File: src/rtl/mod_updown_counter_pkg.sv
// ----------------------------------------------------------------------------
// mod_updown_counter_pkg
// Shared definitions for the modulo up/down counter and its prescaler:
//   MODE_WRAP / MODE_SAT : values for the SAT parameter of the counter
//   clog2()              : ceiling log2, used to size the prescaler register
// ----------------------------------------------------------------------------
package mod_updown_counter_pkg;

    localparam int MODE_WRAP = 0;
    localparam int MODE_SAT  = 1;

    // clog2(1) = 0, clog2(3) = 2, clog2(256) = 8
    function automatic int clog2(input int value);
        int res;
        int rem;
        res = 0;
        rem = value - 1;
        while (rem > 0) begin
            res = res + 1;
            rem = rem >> 1;
        end
        return res;
    endfunction

endpackage

File: src/rtl/mod_updown_counter_if.sv
// ----------------------------------------------------------------------------
// mod_updown_counter_if
// Control and status bundle of the modulo up/down counter.
//   master : drives syn_clr, load, en, up, d; observes q and the tick flags
//   slave  : the counter side (mod_updown_counter)
//   syn_clr  synchronous clear          load     synchronous load of d
//   en       count enable (prescaled)   up       1 = count up, 0 = count down
//   d        load data (N bits)         q        registered count (N bits)
//   max_tick q == M-1                   min_tick q == 0
//   ovf_tick one-cycle pulse after a boundary step
// ----------------------------------------------------------------------------
interface mod_updown_counter_if #(
    parameter int N = 8
);
    logic         syn_clr;
    logic         load;
    logic         en;
    logic         up;
    logic [N-1:0] d;
    logic [N-1:0] q;
    logic         max_tick;
    logic         min_tick;
    logic         ovf_tick;

    modport master (
        output syn_clr, load, en, up, d,
        input  q, max_tick, min_tick, ovf_tick
    );

    modport slave (
        input  syn_clr, load, en, up, d,
        output q, max_tick, min_tick, ovf_tick
    );
endinterface

File: src/rtl/mod_updown_counter_tick_prescaler.sv
// ----------------------------------------------------------------------------
// tick_prescaler
// Divides the enable stream by PRE: step is high on every PRE-th enabled cycle.
//   clk      rising-edge clock
//   reset_n  asynchronous active-low reset (partial count discarded)
//   clr      synchronous restart of the prescale count; also blocks step
//   en       enable, counts one prescale cycle
//   step     combinational, high in the cycle the count reaches PRE-1
// ----------------------------------------------------------------------------
module tick_prescaler
    import mod_updown_counter_pkg::*;
#(
    parameter int PRE = 1
) (
    input  logic clk,
    input  logic reset_n,
    input  logic clr,
    input  logic en,
    output logic step
);

    localparam int W = (clog2(PRE) < 1) ? 1 : clog2(PRE);

    generate
        if (PRE == 1) begin : g_bypass
            // No state needed: every enabled cycle is a step.
            logic unused_clk_rst;
            assign unused_clk_rst = clk ^ reset_n;
            assign step = en & ~clr;
        end else begin : g_count
            localparam logic [W-1:0] TERM = W'(PRE - 1);

            logic [W-1:0] cnt;
            logic         at_term;

            assign at_term = (cnt == TERM);

            always_ff @(posedge clk or negedge reset_n) begin
                if (!reset_n) begin
                    cnt <= '0;
                end else if (clr) begin
                    cnt <= '0;
                end else if (en) begin
                    cnt <= at_term ? '0 : cnt + W'(1);
                end
            end

            assign step = en & ~clr & at_term;
        end
    endgenerate

endmodule

File: src/rtl/mod_updown_counter.sv
// ----------------------------------------------------------------------------
// mod_updown_counter
// Modulo-M up/down counter with synchronous clear/load, prescaled enable and
// selectable wrap or saturate behaviour at the 0 / M-1 boundaries.
//   Parameters: N (width), M (modulus, q in 0..M-1), PRE (prescale ratio),
//               SAT (MODE_WRAP or MODE_SAT)
//   clk      rising-edge clock
//   reset_n  asynchronous active-low reset
//   bus      mod_updown_counter_if.slave: syn_clr, load, en, up, d in;
//            q, max_tick, min_tick, ovf_tick out
// Priority per cycle: syn_clr > load > step > hold.
// ----------------------------------------------------------------------------
module mod_updown_counter
    import mod_updown_counter_pkg::*;
#(
    parameter int N   = 8,
    parameter int M   = 2 ** N,
    parameter int PRE = 1,
    parameter int SAT = MODE_WRAP
) (
    input  logic                 clk,
    input  logic                 reset_n,
    mod_updown_counter_if.slave  bus
);

    // M itself needs N+1 bits when M = 2**N.
    localparam logic [N:0]   M_EXT = (N + 1)'(M);
    localparam logic [N-1:0] Q_MAX = N'(M - 1);

    logic [N-1:0] q_r;
    logic [N-1:0] q_next;
    logic [N-1:0] d_clamped;
    logic [N:0]   q_inc;
    logic [N:0]   q_dec;
    logic         wrap_up;
    logic         wrap_dn;
    logic         ovf_r;
    logic         ovf_next;
    logic         clr_pre;
    logic         step;

    // Clear and load both restart the prescale and swallow a coincident step.
    assign clr_pre = bus.syn_clr | bus.load;

    tick_prescaler #(
        .PRE (PRE)
    ) u_prescaler (
        .clk     (clk),
        .reset_n (reset_n),
        .clr     (clr_pre),
        .en      (bus.en),
        .step    (step)
    );

    always_comb begin
        q_inc     = {1'b0, q_r} + (N + 1)'(1);
        q_dec     = {1'b0, q_r} - (N + 1)'(1);
        // q never exceeds M-1, so q+1 == M marks the top boundary and a borrow
        // out of the extended subtractor marks the bottom one.
        wrap_up   = (q_inc == M_EXT);
        wrap_dn   = q_dec[N];
        d_clamped = ({1'b0, bus.d} >= M_EXT) ? Q_MAX : bus.d;

        q_next    = q_r;
        ovf_next  = 1'b0;

        if (bus.syn_clr) begin
            q_next = '0;
        end else if (bus.load) begin
            q_next = d_clamped;
        end else if (step) begin
            if (bus.up) begin
                if (wrap_up) begin
                    ovf_next = 1'b1;
                    q_next   = (SAT == MODE_SAT) ? Q_MAX : '0;
                end else begin
                    q_next   = q_inc[N-1:0];
                end
            end else begin
                if (wrap_dn) begin
                    ovf_next = 1'b1;
                    q_next   = (SAT == MODE_SAT) ? '0 : Q_MAX;
                end else begin
                    q_next   = q_dec[N-1:0];
                end
            end
        end
    end

    always_ff @(posedge clk or negedge reset_n) begin
        if (!reset_n) begin
            q_r   <= '0;
            ovf_r <= 1'b0;
        end else begin
            q_r   <= q_next;
            ovf_r <= ovf_next;
        end
    end

    assign bus.q        = q_r;
    assign bus.ovf_tick = ovf_r;
    assign bus.max_tick = (q_r == Q_MAX);
    assign bus.min_tick = (q_r == '0);

endmodule

File: src/flat_wrapper.sv
// flat-port wrapper written by rule: the top's interface ports become plain ports
module mod_updown_counter_flat import mod_updown_counter_pkg::*;
#(
    parameter int N   = 8,
    parameter int M   = 2 ** N,
    parameter int PRE = 1,
    parameter int SAT = MODE_WRAP
)
  (clk, reset_n, bus_syn_clr, bus_load, bus_en, bus_up, bus_d, bus_q, bus_max_tick, bus_min_tick, bus_ovf_tick);
  mod_updown_counter_if #(.N(N)) bus_i ();
  input  logic clk;
  input  logic reset_n;
  input wire logic [$bits(bus_i.syn_clr)-1:0] bus_syn_clr;
  input wire logic [$bits(bus_i.load)-1:0] bus_load;
  input wire logic [$bits(bus_i.en)-1:0] bus_en;
  input wire logic [$bits(bus_i.up)-1:0] bus_up;
  input wire logic [$bits(bus_i.d)-1:0] bus_d;
  output wire logic [$bits(bus_i.q)-1:0] bus_q;
  output wire logic [$bits(bus_i.max_tick)-1:0] bus_max_tick;
  output wire logic [$bits(bus_i.min_tick)-1:0] bus_min_tick;
  output wire logic [$bits(bus_i.ovf_tick)-1:0] bus_ovf_tick;
  assign bus_i.syn_clr = bus_syn_clr;
  assign bus_i.load = bus_load;
  assign bus_i.en = bus_en;
  assign bus_i.up = bus_up;
  assign bus_i.d = bus_d;
  assign bus_q = bus_i.q;
  assign bus_max_tick = bus_i.max_tick;
  assign bus_min_tick = bus_i.min_tick;
  assign bus_ovf_tick = bus_i.ovf_tick;
  mod_updown_counter #(.N(N), .M(M), .PRE(PRE), .SAT(SAT)) u_core (.clk(clk), .reset_n(reset_n), .bus(bus_i));
endmodule
File: config.mk
export PLATFORM = sky130hd
export DESIGN_NAME = mod_updown_counter_flat
export DESIGN_NICKNAME = d
export VERILOG_FILES = /design/src/rtl/mod_updown_counter_pkg.sv /design/src/rtl/mod_updown_counter_if.sv /design/src/rtl/mod_updown_counter_tick_prescaler.sv /design/src/rtl/mod_updown_counter.sv /design/src/flat_wrapper.sv
export SDC_FILE = /design/constraint.sdc
export NUM_CORES = 1
export LEC_CHECK = 0
export ABC_CLOCK_PERIOD_IN_PS = 2900
export BUFFER_PORTS_ARGS = -buffer_cell sky130_fd_sc_hd__buf_2
export CORE_MARGIN = 2
export CORE_UTILIZATION = 44
export DETAILED_ROUTE_END_ITERATION = 8
export PLACE_DENSITY = 0.78
export SYNTH_ARGS = -nofsm -noshare
export SYNTH_HDL_FRONTEND = slang
export SYNTH_HIERARCHICAL = 1
export SYNTH_SLANG_ARGS = --single-unit
File: constraint.sdc
create_clock -name clk -period 2.9 [get_ports clk]
set_clock_uncertainty 0.2 [all_clocks]
set_input_delay 0.145 -clock clk [delete_from_list [all_inputs] [get_ports clk]]
set_output_delay 0.145 -clock clk [all_outputs]
set_load 0.02 [all_outputs]
==> PnR_summary.wiki <==
{| class="wikitable"
! Metric !! Value
|-
| Run status || finished, final reports clean
|-
| Primary FF master, synth || dfrtp_1
|-
| Most common cell after layout, fill and taps aside || buf_2
|-
| DRC violations left || 0
|-
| Via count of the first global-routing pass || between 800 and 900
|-
| Cell with the largest stage delay on the worst path || dlygate4sd3_1
|-
| H-tree depth || 1
|-
| Critical path cell sequence || inv_1, ha_1, or4b_4, nor2_4, o311ai_1, a221oi_1, dlygate4sd3_1
|-
| Number of synthesized flops with an enable pin || 0
|-
| Peak Freq || between 0.3 and 0.4 GHz
|-
| Antenna cells || 0
|-
| Setup repair after global routing missed its margin || no
|-
| Cts bufs inserted || 3
|-
| Number of placed I/O pins || 25
|-
| Worst setup slack for register-to-register paths || 0.13 ns
|-
| Data required time at the worst endpoint || 2.91 ns
|-
| P per Cell Area || between 300 and 400 nW/um^2
|-
| Final std cell area, no fill || 1070 um^2
|-
| End of the worst hold path || u_core/bus.q[4]
|-
| Transition at the pin with the smallest max-transition slack || 0.483 ns
|-
| RR Endpoint || u_core/bus.q[3]
|-
| Global-route wire length before repair || 3600 um
|-
| Maximum vdd drop || 0.178 mV
|-
| Clock tree from TritonCTS || built
|-
| Ratio of routed vias to standard cells || 6.08
|-
| Area of the mapped netlist || 795 um^2
|-
| Number of failing setup endpoints in the final timing report || 0
|-
| Initial DRT Pass Iterations || 4
|-
| Reg-to-reg startpoint || u_core/bus.q[0]
|-
| Worst setup timing slack at the placement stage || 0.567 ns
|-
| Post-CTS setup buffer count || 0
|-
| Max-Slew Margin vs Limit || between 60 and 70%
|-
| Clock latency of the later-clocked register in the worst-skew pair || 0.27 ns
|-
| Number of nets with antenna violations after routing || 0
|-
| Die footprint || 2160 um^2
|-
| Area added between synthesis and finish || 34.8%
|-
| Most frequent cells in the layout || buf_2, dlygate4sd3_1, inv_1, a21oi_1
|-
| Synthesized net count || 114
|-
| Cell area after placement || 907 um^2
|-
| Net Sw Power || 134 uW
|-
| Final critical-path setup slack || 0.130 ns
|-
| Critical path capture point type || flip-flop
|-
| Average cell area after synthesis || 8.19 um^2
|-
| Share of power burned in combinational logic || 32.4%
|-
| Post-Route WL || 2350 um
|-
| Cell depth of the worst hold path || 3
|-
| Category of the critical setup timing path || flip-flop to flip-flop
|-
| Total number of vias || 942
|-
| Routed wire length per instance || between 15 and 20 um
|-
| Remaining global-route overflow || 0
|-
| Hold Path Class || input pin to flip-flop
|-
| CTS root buf || clkbuf_4
|-
| Flip-flop and latch count after synthesis || 9
|-
| Yosys warnings || 6
|-
| Final Slew Violations || 0
|-
| Biggest area contributors in the synthesized netlist || dfrtp_1, a21oi_1, ha_1, inv_1, nand4_1
|-
| GRT Total Usage || about a quarter
|-
| # clock sinks || 9
|-
| Row Count || 15
|-
| Maximum number of buffers from clock root to sink || 2
|-
| Cell leakage power || 0.000481 uW
|-
| Register area || 228 um^2
|-
| Count of different cell masters after synthesis || 39
|-
| Number of antenna violations at the first check in global routing || 0
|-
| Detailed Route Iter0 Violations || 49
|-
| Sequential cell area fraction in the yosys report || 28.3%
|-
| # fillers || about 140
|-
| Net count of the finished layout || about 150
|-
| Number of max-capacitance violations reported || 0
|-
| Clock-pin transition on the worst setup and hold timing paths || 0.07 ns
|-
| Crit start category || flip-flop
|-
| Share of cells above drive strength 1 || between 20% and 30%
|-
| Area occupied by multi-input gates || about 500 um^2
|-
| Hold Fails Final Rpt || 0
|-
| Most area-hungry cell type in the Yosys netlist || dfrtp_1
|-
| Top cell type's share of synthesized area || between 20 and 30%
|-
| Core Region || 1710 um^2
|-
| Setup TNS || 0 ns
|-
| Die width || 46.5 um
|-
| Post-synthesis async set-or-reset flop share || 100%
|-
| Minimum period implied by the final worst setup slack || 2.77 ns
|-
| WP data arrival || 2.78 ns
|-
| Clock share of power || 27.1%
|-
| Largest fanout on the critical path || 12
|-
| Hold path startpoint || bus_d[4]
|-
| Path depth of the worst reg2reg path || 7
|-
| Starting density of the core || 46.5%
|-
| Final weighted congestion of routability-driven global placement || 0.901
|-
| HPWL after detailed placement || 1580 um
|-
| Final period utilization || 95.5%
|-
| Power Internal || 243 uW
|-
| Die H || 46.5 um
|-
| Slowest cell delay on critical path || roughly 0.58 ns
|-
| Largest net degree at the start of global routing || 17
|-
| Buffers added on ports || 24
|-
| Portion of total power attributed to sequential cells || 40.6%
|-
| Count of mapped cells out of synthesis || 97
|-
| Net switching fraction of the power || 35.5%
|}
[how the worst max path moves through the flow]
stage	depth (start not counted)	startpoint	to	slack (ns)
2_1_floorplan	7	u_core/bus.q[0]	u_core/bus.q[3]	0.52
4_1_cts	7	u_core/bus.q[0]	u_core/bus.q[3]	0.07
3_5_place_dp	6	u_core/bus.q[0]	u_core/bus.q[6]	0.57
3_3_place_gp	6	u_core/bus.q[0]	u_core/bus.q[6]	0.70
6_report	7	u_core/bus.q[0]	u_core/bus.q[3]	0.13
5_1_grt	7	u_core/bus.q[0]	u_core/bus.q[3]	0.009
[kinds of logic after synthesis]
| logic type | Yosys count | share of synthesized area (%) |
|---|---|---|
| flops | 9 | 28.3 |
| simple gates | 31 | 23.8 |
| buf+inv | 18 | 9.61 |
| xor+xnor | 3 | 3.31 |
| compound gates | 33 | 30.2 |
| fa+ha+maj | 3 | 4.72 |
[registers in the layout (all words and copies together) (netlist names)]
signal and count:
u_core/bus.q 8, u_core/bus.ovf_tick 1
[synth_stat cells, types with 2 or more instances]
| master | number |
|---|---|
| a21oi_1 | 10 |
| inv_1 | 10 |
| dfrtp_1 | 9 |
| nor2_1 | 7 |
| clkbuf_1 | 6 |
| nand4_1 | 5 |
| a211oi_1 | 4 |
| ha_1 | 3 |
| nand2_1 | 3 |
| o21ai_0 | 3 |
| or3_1 | 3 |
| a221oi_1 | 2 |
| a31o_2 | 2 |
| and4_1 | 2 |
| nand3_1 | 2 |
| nor3_1 | 2 |
| xnor2_1 | 2 |
[metal layers]
metal	global-route usage, %	share of wire [%]	up-vias
met5	0	0	-
met3	5.49	6.7	4
met4	13.7	1.6	0
met2	39.7	52	57
li1	-	-	432
met1	27.5	39	449
[power groups by stage]
stage	registers (uW)	clock network, uW	logic [uW]
after floorplan	153	0	70.6
after global placement	153	0	99.9
after detailed placement	154	0	102
after CTS	151	105	118
after global routing	155	110	133
final	153	102	122
[area by class of cell]
cell class	instances	area share, %
clock buffers	4	2.45
inverters	10	3.50
multi-input cells	70	46.5
flip-flops and latches	9	21.3
well taps	25	2.92
repair buffers	37	23.4
[what timing repair did]
action	CTS	global route
hold endpoints to repair	17	0
endpoints found under the setup margin	0	2
gates resized for setup	0	3
hold buffers	13	0
[worst max-delay path, delay by kind of cell, from the launching register on]
kind / cells / cell delay [ns]
AOI/OAI and AO/OA: 2 / 0.40
adders and majority gates: 1 / 0.22
buffers and inverters: 2 / 0.70
DFF: 1 / 0.48
and+or+nand+nor: 2 / 0.71
[stage by stage]
step,util (%),hold slack [ns],total power [uW],instances
floorplan,-,-0.351,224,97
global placement,53.1,-0.189,253,138
detailed placement,53.1,-0.188,256,138
CTS,62.3,0.000291,374,155
global route,62.7,0.00725,397,155
finish,62.7,0.0153,376,155
Power figures use the tool's default switching activity.
